$ cat src/rtl/mc_ctrl_pkg.sv
// Shared definitions for the instruction sequencer: instruction layout,
// selector codes, FSM state codes and small decode helpers.
package mc_ctrl_pkg;

  typedef enum logic [1:0] {
    TYPE_MOV = 2'b00,
    TYPE_ALU = 2'b01,
    TYPE_IN  = 2'b10,
    TYPE_NOP = 2'b11
  } instr_type_e;

  localparam logic [2:0] SEL_G0      = 3'd0;
  localparam logic [2:0] SEL_G1      = 3'd1;
  localparam logic [2:0] SEL_G2      = 3'd2;
  localparam logic [2:0] SEL_G3      = 3'd3;
  localparam logic [2:0] SEL_P0      = 3'd4;
  localparam logic [2:0] SEL_P1      = 3'd5;
  localparam logic [2:0] SEL_PC      = 3'd6;
  localparam logic [2:0] SEL_ILLEGAL = 3'd7;

  // Bus targets reachable as a source (G0..G3, P0, P1, PC) and as a destination (G0..G3, P0)
  localparam int unsigned SRC_TARGETS = 7;
  localparam int unsigned DST_TARGETS = 5;

  localparam int TYPE_LSB = 14;
  localparam int OP_LSB   = 11;
  localparam int DST_LSB  = 8;
  localparam int SRCA_LSB = 5;
  localparam int SRCB_LSB = 2;

  typedef logic [3:0] state_t;

  localparam state_t ST_IDLE   = 4'd0;
  localparam state_t ST_MOV    = 4'd1;
  localparam state_t ST_ALU_A  = 4'd2;
  localparam state_t ST_ALU_B  = 4'd3;
  localparam state_t ST_ALU_EX = 4'd4;
  localparam state_t ST_ALU_WB = 4'd5;
  localparam state_t ST_IN     = 4'd6;
  localparam state_t ST_NOP    = 4'd7;
  localparam state_t ST_ERR    = 4'd8;
  localparam state_t ST_HALT   = 4'd9;

  typedef struct packed {
    instr_type_e typ;
    logic [2:0]  op;
    logic [2:0]  dst;
    logic [2:0]  src_a;
    logic [2:0]  src_b;
  } fields_t;

  function automatic fields_t split_instr(logic [15:0] w);
    fields_t f;
    f.typ   = instr_type_e'(w[TYPE_LSB +: 2]);
    f.op    = w[OP_LSB   +: 3];
    f.dst   = w[DST_LSB  +: 3];
    f.src_a = w[SRCA_LSB +: 3];
    f.src_b = w[SRCB_LSB +: 3];
    return f;
  endfunction

  function automatic logic src_ok(logic [2:0] sel);
    return sel != SEL_ILLEGAL;
  endfunction

  function automatic logic dst_ok(logic [2:0] sel);
    return sel <= SEL_P0;
  endfunction

  // Only the fields a type actually uses are checked for legality
  function automatic state_t entry_state(logic [15:0] w);
    fields_t f;
    state_t  s;
    f = split_instr(w);
    case (f.typ)
      TYPE_MOV: s = (dst_ok(f.dst) && src_ok(f.src_a)) ? ST_MOV : ST_ERR;
      TYPE_ALU: s = (dst_ok(f.dst) && src_ok(f.src_a) && src_ok(f.src_b))
                    ? ST_ALU_A : ST_ERR;
      TYPE_IN:  s = ST_IN;
      default:  s = ST_NOP;
    endcase
    return s;
  endfunction

endpackage

$ cat src/rtl/mc_control_unit_if.sv
// Instruction handshake plus every datapath control strobe driven by the sequencer.
interface mc_control_unit_if;

  logic [15:0] instr;
  logic        instr_valid;
  logic        instr_ready;
  logic        done;
  logic        err;
  logic [2:0]  opCode;
  logic        ALUin1;
  logic        ALUin2;
  logic        ALU_outlach;
  logic        ALU_outEN;
  logic        G0_in, G1_in, G2_in, G3_in;
  logic        G0_out, G1_out, G2_out, G3_out;
  logic        PC_EN;
  logic        P0_in, P0_out, P1_in, P1_out;

  modport slave (
    input  instr, instr_valid,
    output instr_ready, done, err, opCode,
           ALUin1, ALUin2, ALU_outlach, ALU_outEN,
           G0_in, G1_in, G2_in, G3_in,
           G0_out, G1_out, G2_out, G3_out,
           PC_EN, P0_in, P0_out, P1_in, P1_out
  );

  modport master (
    output instr, instr_valid,
    input  instr_ready, done, err, opCode,
           ALUin1, ALUin2, ALU_outlach, ALU_outEN,
           G0_in, G1_in, G2_in, G3_in,
           G0_out, G1_out, G2_out, G3_out,
           PC_EN, P0_in, P0_out, P1_in, P1_out
  );

endinterface

$ cat src/rtl/mc_sel_decode.sv
// Combinational selector decode: 3-bit bus target code to a one-hot enable vector.
// Codes at or beyond N_TARGETS light nothing, so an illegal code can never drive or load.
module mc_sel_decode #(
  parameter int unsigned N_TARGETS = 7
) (
  input  logic [2:0]           i_sel,
  input  logic                 i_en,
  output logic [N_TARGETS-1:0] o_vec
);

  always_comb begin
    for (int k = 0; k < N_TARGETS; k++) begin
      o_vec[k] = i_en && (i_sel == 3'(k));
    end
  end

endmodule

$ cat src/rtl/mc_control_unit.sv
// Multi-cycle instruction sequencer: latches one instruction word from IDLE and
// steps the datapath strobes through MOV / ALU / IN / NOP / ERR sequences.
module mc_control_unit
  import mc_ctrl_pkg::*;
#(
  parameter bit HALT_ON_ERR = 1'b0
) (
  input  logic               clk,
  input  logic               rst,
  mc_control_unit_if.slave   cu
);

  state_t      r_state;
  state_t      w_state_nxt;
  logic [15:0] r_ir;
  fields_t     w_f;

  logic [2:0]             w_src_sel;
  logic                   w_src_en;
  logic                   w_dst_en;
  logic [SRC_TARGETS-1:0] w_src_vec;
  logic [DST_TARGETS-1:0] w_dst_vec;

  assign w_f = split_instr(r_ir);

  // NOTE: state updates use non-blocking assignments so every register samples pre-edge values.
  always_ff @(posedge clk or posedge rst) begin
    if (rst) begin
      r_state <= ST_IDLE;
      r_ir    <= '0;
    end else begin
      r_state <= w_state_nxt;
      if (r_state == ST_IDLE && cu.instr_valid) begin
        r_ir <= cu.instr;
      end
    end
  end

  // NOTE: the default assignment first keeps this block free of inferred latches.
  always_comb begin
    w_state_nxt = r_state;
    case (r_state)
      ST_IDLE:   if (cu.instr_valid) w_state_nxt = entry_state(cu.instr);
      ST_MOV:    w_state_nxt = ST_IDLE;
      ST_ALU_A:  w_state_nxt = ST_ALU_B;
      ST_ALU_B:  w_state_nxt = ST_ALU_EX;
      ST_ALU_EX: w_state_nxt = ST_ALU_WB;
      ST_ALU_WB: w_state_nxt = ST_IDLE;
      ST_IN:     w_state_nxt = ST_IDLE;
      ST_NOP:    w_state_nxt = ST_IDLE;
      ST_ERR:    w_state_nxt = HALT_ON_ERR ? ST_HALT : ST_IDLE;
      ST_HALT:   w_state_nxt = ST_HALT;
      default:   w_state_nxt = ST_IDLE;
    endcase
  end

  // One source decoder serves both operand reads; srcB is only selected in ALU_B
  assign w_src_sel = (r_state == ST_ALU_B) ? w_f.src_b : w_f.src_a;
  assign w_src_en  = (r_state == ST_MOV) || (r_state == ST_ALU_A) || (r_state == ST_ALU_B);
  assign w_dst_en  = (r_state == ST_MOV) || (r_state == ST_ALU_WB);

  mc_sel_decode #(.N_TARGETS(SRC_TARGETS)) u_src_decode (
    .i_sel (w_src_sel),
    .i_en  (w_src_en),
    .o_vec (w_src_vec)
  );

  mc_sel_decode #(.N_TARGETS(DST_TARGETS)) u_dst_decode (
    .i_sel (w_f.dst),
    .i_en  (w_dst_en),
    .o_vec (w_dst_vec)
  );

  // Every output is a decode of state and IR only; reset reaches them through r_state
  assign cu.instr_ready = (r_state == ST_IDLE);
  assign cu.done        = (r_state == ST_MOV)    || (r_state == ST_ALU_WB) ||
                          (r_state == ST_IN)     || (r_state == ST_NOP)    ||
                          (r_state == ST_ERR);
  assign cu.err         = (r_state == ST_ERR);
  assign cu.opCode      = (r_state == ST_ALU_EX) ? w_f.op : 3'b000;
  assign cu.ALUin1      = (r_state == ST_ALU_A);
  assign cu.ALUin2      = (r_state == ST_ALU_B);
  assign cu.ALU_outlach = (r_state == ST_ALU_EX);
  assign cu.ALU_outEN   = (r_state == ST_ALU_WB);

  assign cu.G0_out = w_src_vec[SEL_G0];
  assign cu.G1_out = w_src_vec[SEL_G1];
  assign cu.G2_out = w_src_vec[SEL_G2];
  assign cu.G3_out = w_src_vec[SEL_G3];
  assign cu.P0_out = w_src_vec[SEL_P0];
  assign cu.P1_out = w_src_vec[SEL_P1];
  assign cu.PC_EN  = w_src_vec[SEL_PC];

  assign cu.G0_in = w_dst_vec[SEL_G0];
  assign cu.G1_in = w_dst_vec[SEL_G1];
  assign cu.G2_in = w_dst_vec[SEL_G2];
  assign cu.G3_in = w_dst_vec[SEL_G3];
  assign cu.P0_in = w_dst_vec[SEL_P0];
  assign cu.P1_in = (r_state == ST_IN);

endmodule

$ cat src/flat_wrapper.sv
// flat-port wrapper written by rule: the top's interface ports become plain ports
module mc_control_unit_flat import mc_ctrl_pkg::*;
#(
  parameter bit HALT_ON_ERR = 1'b0
)
  (clk, rst, cu_instr, cu_instr_valid, cu_instr_ready, cu_done, cu_err, cu_opCode, cu_ALUin1, cu_ALUin2, cu_ALU_outlach, cu_ALU_outEN, cu_G0_in, cu_G1_in, cu_G2_in, cu_G3_in, cu_G0_out, cu_G1_out, cu_G2_out, cu_G3_out, cu_PC_EN, cu_P0_in, cu_P0_out, cu_P1_in, cu_P1_out);
  mc_control_unit_if cu_i ();
  input  logic clk;
  input  logic rst;
  input wire logic [$bits(cu_i.instr)-1:0] cu_instr;
  input wire logic [$bits(cu_i.instr_valid)-1:0] cu_instr_valid;
  output wire logic [$bits(cu_i.instr_ready)-1:0] cu_instr_ready;
  output wire logic [$bits(cu_i.done)-1:0] cu_done;
  output wire logic [$bits(cu_i.err)-1:0] cu_err;
  output wire logic [$bits(cu_i.opCode)-1:0] cu_opCode;
  output wire logic [$bits(cu_i.ALUin1)-1:0] cu_ALUin1;
  output wire logic [$bits(cu_i.ALUin2)-1:0] cu_ALUin2;
  output wire logic [$bits(cu_i.ALU_outlach)-1:0] cu_ALU_outlach;
  output wire logic [$bits(cu_i.ALU_outEN)-1:0] cu_ALU_outEN;
  output wire logic [$bits(cu_i.G0_in)-1:0] cu_G0_in;
  output wire logic [$bits(cu_i.G1_in)-1:0] cu_G1_in;
  output wire logic [$bits(cu_i.G2_in)-1:0] cu_G2_in;
  output wire logic [$bits(cu_i.G3_in)-1:0] cu_G3_in;
  output wire logic [$bits(cu_i.G0_out)-1:0] cu_G0_out;
  output wire logic [$bits(cu_i.G1_out)-1:0] cu_G1_out;
  output wire logic [$bits(cu_i.G2_out)-1:0] cu_G2_out;
  output wire logic [$bits(cu_i.G3_out)-1:0] cu_G3_out;
  output wire logic [$bits(cu_i.PC_EN)-1:0] cu_PC_EN;
  output wire logic [$bits(cu_i.P0_in)-1:0] cu_P0_in;
  output wire logic [$bits(cu_i.P0_out)-1:0] cu_P0_out;
  output wire logic [$bits(cu_i.P1_in)-1:0] cu_P1_in;
  output wire logic [$bits(cu_i.P1_out)-1:0] cu_P1_out;
  assign cu_i.instr = cu_instr;
  assign cu_i.instr_valid = cu_instr_valid;
  assign cu_instr_ready = cu_i.instr_ready;
  assign cu_done = cu_i.done;
  assign cu_err = cu_i.err;
  assign cu_opCode = cu_i.opCode;
  assign cu_ALUin1 = cu_i.ALUin1;
  assign cu_ALUin2 = cu_i.ALUin2;
  assign cu_ALU_outlach = cu_i.ALU_outlach;
  assign cu_ALU_outEN = cu_i.ALU_outEN;
  assign cu_G0_in = cu_i.G0_in;
  assign cu_G1_in = cu_i.G1_in;
  assign cu_G2_in = cu_i.G2_in;
  assign cu_G3_in = cu_i.G3_in;
  assign cu_G0_out = cu_i.G0_out;
  assign cu_G1_out = cu_i.G1_out;
  assign cu_G2_out = cu_i.G2_out;
  assign cu_G3_out = cu_i.G3_out;
  assign cu_PC_EN = cu_i.PC_EN;
  assign cu_P0_in = cu_i.P0_in;
  assign cu_P0_out = cu_i.P0_out;
  assign cu_P1_in = cu_i.P1_in;
  assign cu_P1_out = cu_i.P1_out;
  mc_control_unit #(.HALT_ON_ERR(HALT_ON_ERR)) u_core (.clk(clk), .rst(rst), .cu(cu_i));
endmodule
$ cat config.mk
export PLATFORM = sky130hd
export DESIGN_NAME = mc_control_unit_flat
export DESIGN_NICKNAME = d
export VERILOG_FILES = /design/src/rtl/mc_ctrl_pkg.sv /design/src/rtl/mc_control_unit_if.sv /design/src/rtl/mc_sel_decode.sv /design/src/rtl/mc_control_unit.sv /design/src/flat_wrapper.sv
export SDC_FILE = /design/constraint.sdc
export NUM_CORES = 1
export LEC_CHECK = 0
export CAP_MARGIN = 5
export CORE_MARGIN = 10
export CORE_UTILIZATION = 44
export DETAILED_ROUTE_END_ITERATION = 10
export PLACE_DENSITY = 0.79
export SLEW_MARGIN = 10
export SYNTH_ARGS = -nofsm -noshare
export SYNTH_HDL_FRONTEND = slang
export SYNTH_SLANG_ARGS = --single-unit
$ cat constraint.sdc
create_clock -name clk -period 1.9 [get_ports clk]
set_clock_uncertainty 0.1 [all_clocks]
set_input_delay 0.475 -clock clk [delete_from_list [all_inputs] [get_ports clk]]
set_output_delay 0.475 -clock clk [all_outputs]
set_load 0.005 [all_outputs]
**After elaboration in Yosys (flattened, before gate mapping)**

Index checks and enable logic that the tools add are counted.

- Order comparisons: 1
- Equal/unequal tests: 24
- Muxes and demuxes: 7
- Reductions and logical operators: 25

Operator list:

| operator | count |
|---|---|
| $pmux 4 s5 | 1 |
| $eq 4x3->1 const B | 4 |
| $logic_and 1x1->1 | 15 |
| $eq 3x2->1 const B | 4 |
| $eq 3x3->1 const B | 4 |
| $mux 4 | 3 |
| $pmux 4 s3 | 1 |
| $eq 4x2->1 const B | 2 |
| $eq 4x4->1 const B | 2 |
| $eq 3x1->1 const B | 2 |
| $logic_not 3->1 | 2 |
| $logic_or 1x1->1 | 6 |
| $mux 3 | 2 |
| $ne 3x3->1 const B | 2 |
| $eq 4x1->1 const B | 1 |
| $logic_not 4->1 | 1 |
| $le 3x3->1 const B | 1 |
| $eq 2x1->1 const B | 1 |
| $eq 2x2->1 const B | 1 |
| $logic_not 2->1 | 1 |
| $ne 2x2->1 const B | 1 |

- Bits in registers: 18
- Input port bits: 19

**Depth between registers and ports, before layout**

Gate-level depths: netlist (run 1).

- Depth in word-level cells: 7
- Mapped depth: 6
- Gate-level depth less buffers: 6

**Modules after synthesis**

Synthesis (run 1) repeated with hierarchy kept, for this count alone.

- Cell total of the unflattened synthesis: 104
- Area total of the unflattened synthesis: 1156.1 um2

Modules (own cells, without submodules):

| module | instances | cells each | area each (um2) |
|---|---|---|---|
| mc_control_unit | 1 | 92 | 1006.0 |
| mc_sel_decode at u_core.u_src_decode | 1 | 7 | 86.3 |
| mc_sel_decode at u_core.u_dst_decode | 1 | 5 | 63.8 |

**Least setup slack after synthesis (run 1)**

OpenSTA, ideal clock, no wires.

- Path type: reg-to-output
- Start: register u_core.r_state[1]
- End: output port cu_G0_out
- Arrival: 1.273 ns
- Data required time: 1.325 ns
- Slack: 0.052 ns
- Stages on the path, launching flop included: 6
- Buffers on the path: 1
- Cells stage by stage: dfrtp_1 buf_2 and4bb_2 mux2i_1 nand2_1 nor2_1

- Word-level cells in the longest chain between the ends: 4
- Elaborated cells on any way between the ends: 8
- Those cells by class: 3 x eq/ne; 1 x mux; 4 x reduce/logical

RTL lines:

| what | line | RTL |
|---|---|---|
| start: declaration | mc_control_unit.sv:13 | `state_t r_state;` |
| start signal: assignment | mc_control_unit.sv:32 | `r_state <= w_state_nxt;` |
| $eq 4x2->1 * | -- |  |
| net cu_ALUin2 | flat_wrapper.sv:17 | `output wire logic [$bits(cu_i.ALUin2)-1:0] cu_ALUin2;` |
| $mux 3 | mc_control_unit.sv:58 | `assign w_src_sel = (r_state == ST_ALU_B) ? w_f.src_b : w_f.src_a;` |
| $logic_not 3->1 | mc_sel_decode.sv:13 | `o_vec[k] = i_en && (i_sel == 3'(k));` |
| $logic_and 1x1->1 * | mc_sel_decode.sv:13 |  |
| end: declaration | flat_wrapper.sv:24 | `output wire logic [$bits(cu_i.G0_out)-1:0] cu_G0_out;` |

The timed path passes the listed nets; every way through them passes the cells marked *.

**Worst setup path in the final report (run 1)**

- Start: register u_core.r_state[2]
- End: output port cu_G1_out

- Word-level cells in the longest chain between the ends: 4
- Elaborated cells on any way between the ends: 8
- Those cells by class: 4 x eq/ne; 1 x mux; 3 x reduce/logical

RTL lines:

| what | line | RTL |
|---|---|---|
| $eq 4x2->1 (tied with other cells) | mc_control_unit.sv:58, mc_control_unit.sv:59 |  |
| $mux 3 / $logic_or 1x1->1 (equally long branches) | mc_control_unit.sv:58, mc_control_unit.sv:59 |  |
| $eq 3x1->1 / $logic_or 1x1->1 (equally long branches) | mc_sel_decode.sv:13, mc_control_unit.sv:59 |  |
| $logic_and 1x1->1 * | mc_sel_decode.sv:13 |  |
| end: declaration | flat_wrapper.sv:25 | `output wire logic [$bits(cu_i.G1_out)-1:0] cu_G1_out;` |

Every way passes the cells marked *; elsewhere a longest branch is shown, timed or not.

==> results.yml, run 1 <==
sta:
  fin_crit_ns: 2.35
  final-max-slew-violation-count: 0
  holdWs_ns: 0.383
  fin_ws_ns: -0.448
  finalCritPeriodShare_pct: 124
  rsz0062_at_grt: "true"
  hold_violations: 0
  setup_violations: 37
  fmax_mhz: 426
  slew_headroom_pct: 81.9
  tightest_slew_ns: 0.269
synth:
  yosys.cell_types.count: 35
  synth_flop_cell: "dfrtp_1"
  synth_top_area_share_pct: 34.9
  synth_top_cell_by_area: "dfrtp_1"
  syn_avg_cell_area_um2: 9.47
  synth_area_um2: 1150
  synth-edff-count: 0
  synth-async-reset-ratio_pct: 100
  syn_inst: 121
  synthTopCellsByCount: "nor2_1 (20), dfrtp_1 (16), nand2_1 (11)"
  synth.area.top_cells: "dfrtp_1 (35%), mux2_4 (13%), nor2_1 (6.6%)"
  ys_seq_area_share_pct: 34.9
  syn_nets: 144
  synth_most_common_cell: "nor2_1"
  synth.yosys.warnings: 0
  ys_seq_elements: 16
placement:
  place_congestion: 0.837
  hpwl_um: 2720
  port_buffers: 39
  post-place-ws_ns: -0.471
global_route:
  grt_pass1_vias: 1372
  grt_max_degree: 17
  grt_pass1_wl_um: 6350
  grt-ovfl-total: 0
  grt_usage_pct: 15.1
  antenna_found_initial: 0
clocking:
  numClockSinks: 16
  clk_pin_slew_ns: 0.10
  clockBufferDepth: 2
  cts-htree-levels: 1
  clkLatencyLatePin_ns: 0.29
  cts_tree: "yes"
  numCtsBuffers: 3
  cts-root-buf: "clkbuf_4"
power_and_ir_drop:
  power_density_nw_per_um2: 1620
  peakVddDrop_mv: 1.24
  leakagePower_nw: 0.989
worst_hold_path:
  hold_class: "input pin to asynchronous set/reset pin"
floorplanning:
  die_h_um: 71.0
  dieArea_um2: 5050
  die_w_um: 71.0
  core-area_um2: 2480
  start_util_pct: 46.3
  ios: 42
  core.rowCount: 18
setup_path:
  endpoint_kind: "output port"
  cp.required_ns: 1.32
  r2r_start: "u_core.r_state[0]$_DFFE_PP0P_"
  cp-start-kind: "flip-flop"
  arrival_ns: 1.77
  r2r_slack_ns: -0.18
  rr_endpoint: "u_core.r_ir[2]$_DFFE_PP0P_"
  crit_type: "flip-flop to output port"
  reg2reg_depth: 8
  path_max_fanout: 3
route:
  antenna_left: 0
  drt_iter0_markers: 93
  vias: 1213
  drc: 0
  viasPerCell: 5.32
  dr.pass1.iters: 4
  avgRoutedWirePerCell_um: 17.0
  drt-total-wl_um: 3880
final_layout:
  drive_gt1_share_pct: 55.6
  utilization_pct: 82.2
  antenna_cells: 0
  syn_to_final_growth_pct: 77.7
  fin_nets: 223
  fillCellCount: 138
flow_run:
  maxCapViolCount: 0
outcome:
  outcome: "finished with violations"
  failed_checks: "negative setup slack"
## logic make-up after synthesis
| family | Yosys count | synth area share (%) |
|---|---|---|
| simple gates | 58 | 26.4 |
| mux | 18 | 20.4 |
| flops | 16 | 34.9 |
| compound gates | 14 | 8.73 |
| fa+ha+maj | 4 | 4.37 |
| buf+inv | 11 | 5.13 |
## state kept, by name, indices dropped and copies added, names as in the netlist
name,cells
u_core.r_ir,12
u_core.r_state,4
## how the worst max path moves through the flow
stage / slack (ns) / end / start / depth (start not counted)
after floorplan: 0.05 / cu_G0_out / u_core.r_state[1]$_DFFE_PP0P_ / 5
after global placement: -0.39 / cu_G0_out / u_core.r_state[2]$_DFFE_PP0P_ / 5
after detailed placement: -0.47 / cu_G0_out / u_core.r_state[2]$_DFFE_PP0P_ / 5
after CTS: -0.45 / cu_P0_out / u_core.r_state[3]$_DFFE_PP0P_ / 6
after global routing: -0.54 / cu_G1_out / u_core.r_state[2]$_DFFE_PP0P_ / 6
final: -0.45 / cu_G1_out / u_core.r_state[2]$_DFFE_PP0P_ / 6
## cell usage in the layout, fill, tap and decap left out, types with 2 or more instances in the layout
master and instances:
nand2b_4 3, buf_2 19, buf_4 22, a21oi_1 2
nand2_2 2, nand3_1 4, mux2i_1 2, buf_6 18
nand2_4 2, o21ai_0 3, mux2_2 3, ha_1 4
nor2_4 4, and2_4 2, nor2_1 11, buf_12 2
clkbuf_4 3, and2_1 3, nand2_1 8, dfrtp_1 16
nor2_2 5, mux2_4 10, inv_1 5, nand4_1 2
clkdlybuf4s50_1 16, mux2i_4 2, nor3_2 2
## where the power goes
part / switching (mW) / leakage [nW] / total [mW] / internal [mW]
clock: 0.107 / 0.0138 / 0.181 / 0.0737
sequential: 0.141 / 0.194 / 0.648 / 0.507
combinational: 1.03 / 0.781 / 2.47 / 1.45
total: 1.27 / 0.989 / 3.30 / 2.03
## what timing repair did
| action | in CTS | in global routing |
|---|---|---|
| hold buffers | 0 | 0 |
| setup buffers | 9 | 5 |
| endpoints found under the setup margin | 35 | 35 |
| gates cloned | 1 | 0 |
| pin swaps | 21 | 10 |
| gates resized for setup | 129 | 18 |
## layer usage
metal | vias to the layer above | wire, um | track usage (%)
met2 | 47 | 1970 | 26.9
met3 | 12 | 283 | 4.32
met4 | 0 | 100 | 6.45
li1 | 571 | - | -
met5 | - | 0 | 0
met1 | 583 | 1520 | 16.1
## metrics by stage
stage / power, mW / cell area (um^2) / std cells / setup TNS [ns]
floorplan: 1.55 / 1150 / 121 / 0
global placement: 2.32 / 1750 / 211 / -6.21
detailed placement: 2.39 / 1750 / 211 / -7.61
CTS: 3.01 / 1930 / 223 / -4.88
global route: 3.48 / 2040 / 228 / -10.06
finish: 3.30 / 2040 / 228 / -7.92
## layout make-up
cell class              count  area [um^2]  share of cell area [%]
inverters                   5         18.8                   0.921
clock buffers               3         22.5                    1.11
flip-flops and latches     16          400                    19.7
repair buffers             80          714                    35.1
well taps                  30         37.5                    1.84
multi-input cells          94          843                    41.4
## critical path: stages, from the launching register on
cell and delay (ns):
dfrtp_1 0.39, and4bb_4 0.39, mux2i_4 0.30, buf_6 0.12
nand2b_4 0.11, nor2_1 0.04, buf_2 0.13
Note: power is estimated with default switching activity, not from simulation.
==> run 2: changes to the inputs <==
--- a/config.mk
+++ b/config.mk
@@ -9,6 +9,7 @@
 export CORE_MARGIN = 10
 export CORE_UTILIZATION = 44
 export DETAILED_ROUTE_END_ITERATION = 10
+export HOLD_SLACK_MARGIN = 0.15
 export PLACE_DENSITY = 0.79
 export SLEW_MARGIN = 10
 export SYNTH_ARGS = -nofsm -noshare
==> results of run 2 <==
Final layout, timing and power as in run 1 (identical DEF).
==> run 3: changes to the inputs <==
--- a/config.mk
+++ b/config.mk
@@ -6,11 +6,12 @@
 export NUM_CORES = 1
 export LEC_CHECK = 0
 export CAP_MARGIN = 5
+export CORE_ASPECT_RATIO = 1.75
 export CORE_MARGIN = 10
-export CORE_UTILIZATION = 44
+export CORE_UTILIZATION = 35
 export DETAILED_ROUTE_END_ITERATION = 10
 export HOLD_SLACK_MARGIN = 0.15
-export PLACE_DENSITY = 0.79
+export PLACE_DENSITY = 0.65
 export SLEW_MARGIN = 10
 export SYNTH_ARGS = -nofsm -noshare
 export SYNTH_HDL_FRONTEND = slang
==> results.yml, run 3 (same netlist as run 1, synthesis figures left out) <==
setup_path:
  arrival_ns: 1.75
  path_max_fanout: 3
  endpoint_kind: "output port"
  cp.required_ns: 1.32
  cp-start-kind: "flip-flop"
  crit_type: "flip-flop to output port"
clocking:
  numClockSinks: 16
  clkLatencyLatePin_ns: 0.25
  cts-root-buf: "clkbuf_8"
  clockBufferDepth: 2
  cts_tree: "yes"
  numCtsBuffers: 3
  holdBufCountCts: 0
  cts-htree-levels: 1
  clk_pin_slew_ns: 0.06
outcome:
  failed_checks: "negative setup slack"
  outcome: "finished with violations"
route:
  dr.pass1.iters: 4
  vias: 1201
  antenna_left: 0
  drt_iter0_markers: 15
  drc: 0
  viasPerCell: 4.88
  drt-total-wl_um: 3680
  avgRoutedWirePerCell_um: 15.0
power_and_ir_drop:
  peakVddDrop_mv: 0.974
  leakagePower_nw: 1.00
  power_density_nw_per_um2: 1540
final_layout:
  register_area_um2: 400
  reg.largest.list: "u_core.r_ir x12, u_core.r_state x4"
  largest-register: "u_core.r_ir"
  final_cell_mix: "buf_4 (28), buf_6 (19), buf_2 (17), clkdlybuf4s50_1 (16), dfrtp_1 (16)"
  final_area_um2: 2050
  multi_input_area_um2: 801
  layout_commonest_cell: "buf_4"
  fin_nets: 227
  drive_gt1_share_pct: 55.2
  antenna_cells: 0
  largest_reg_flops: 12
  fillCellCount: 267
  final_cells: 246
  syn_to_final_growth_pct: 78.9
sta:
  fmax_mhz: 430
  hold_violations: 0
  rsz0062_at_grt: "true"
  slew_headroom_pct: 85.6
  tns_ns: -5.29
  finalCritPeriodShare_pct: 122
  final-max-slew-violation-count: 0
  setup_violations: 31
  fin_crit_ns: 2.32
  fin_ws_ns: -0.424
  tightest_slew_ns: 0.211
placement:
  hpwl_um: 2700
  place_congestion: 0.798
  place_area_um2: 1800
  placed_cells: 228
  post-place-ws_ns: -0.451
  port_buffers: 39
floorplanning:
  ios: 42
  core.rowCount: 27
  dieArea_um2: 6050
  start_util_pct: 36.5
  die_w_um: 63.3
  core-area_um2: 3140
  die_h_um: 95.7
global_route:
  grt_usage_pct: 12.1
  grt_max_degree: 17
  grt_pass1_wl_um: 5980
  grt-ovfl-total: 0
  grt_pass1_vias: 1329
  antenna_found_initial: 0
flow_run:
  maxCapViolCount: 0
worst_hold_path:
  hold_class: "flip-flop to flip-flop"
## run 3: per-layer routing
metal | GRT usage, % | share of wire [%]
met2 | 23.7 | 56
met4 | 6.04 | 2.0
met1 | 11.0 | 36
met3 | 3.72 | 6.4
met5 | 0 | 0
## run 3: final timing paths
| kind | startpoint | end | slack [ns] | cells past startpoint |
|---|---|---|---|---|
| worst max register to register | u_core.r_state[1]$_DFFE_PP0P_ | u_core.r_ir[5]$_DFFE_PP0P_ | -0.03 | 8 |
| min in group asynchronous | rst | u_core.r_ir[9]$_DFFE_PP0P_ | 0.42 | 3 |
| worst max-delay path | u_core.r_state[2]$_DFFE_PP0P_ | cu_P1_out | -0.42 | 5 |
| max in group asynchronous | rst | u_core.r_ir[12]$_DFFE_PP0P_ | 1.09 | 3 |
| worst min register to register | u_core.r_ir[11]$_DFFE_PP0P_ | u_core.r_ir[11]$_DFFE_PP0P_ | 0.41 | 1 |
| worst min-delay path | u_core.r_ir[11]$_DFFE_PP0P_ | u_core.r_ir[11]$_DFFE_PP0P_ | 0.41 | 1 |
## run 3: power by group
part           total (mW)  switching [mW]  leakage, nW  internal (mW)
Clock               0.300           0.116       0.0288          0.184
Combinational        2.24           0.933        0.782           1.30
Sequential          0.623           0.114        0.194          0.509
Total                3.16            1.16         1.00           2.00
## run 3: layout make-up
type,count,area share [%]
tap,43,2.62
clock buffer,4,2.68
inverter,5,0.915
multi-input combinational,94,39.0
sequential,16,19.5
timing repair buffer,84,35.2
## run 3: critical path: stages, from the launching register on
cell	delay, ns
dfrtp_1	0.37
and4bb_2	0.37
mux2i_2	0.28
nand2b_1	0.11
nor2_1	0.12
dlygate4sd2_1	0.25
## run 3: metrics by stage
step                      power [mW]  hold WS [ns]  util [%]
final                           3.16         0.407      65.3
after floorplan                 1.55         0.289         -
after global placement          2.37         0.390      57.1
after global routing            3.39         0.426      65.3
after detailed placement        2.41         0.391      57.1
after CTS                       2.93         0.410      61.5
## run 3: what timing repair did
| item | in CTS | in global routing |
|---|---|---|
| hold endpoints to repair | 0 | 0 |
| pin swaps | 6 | 10 |
| setup endpoints to repair | 23 | 34 |
| gates resized for setup | 118 | 23 |
| buffers inserted | 10 | 7 |
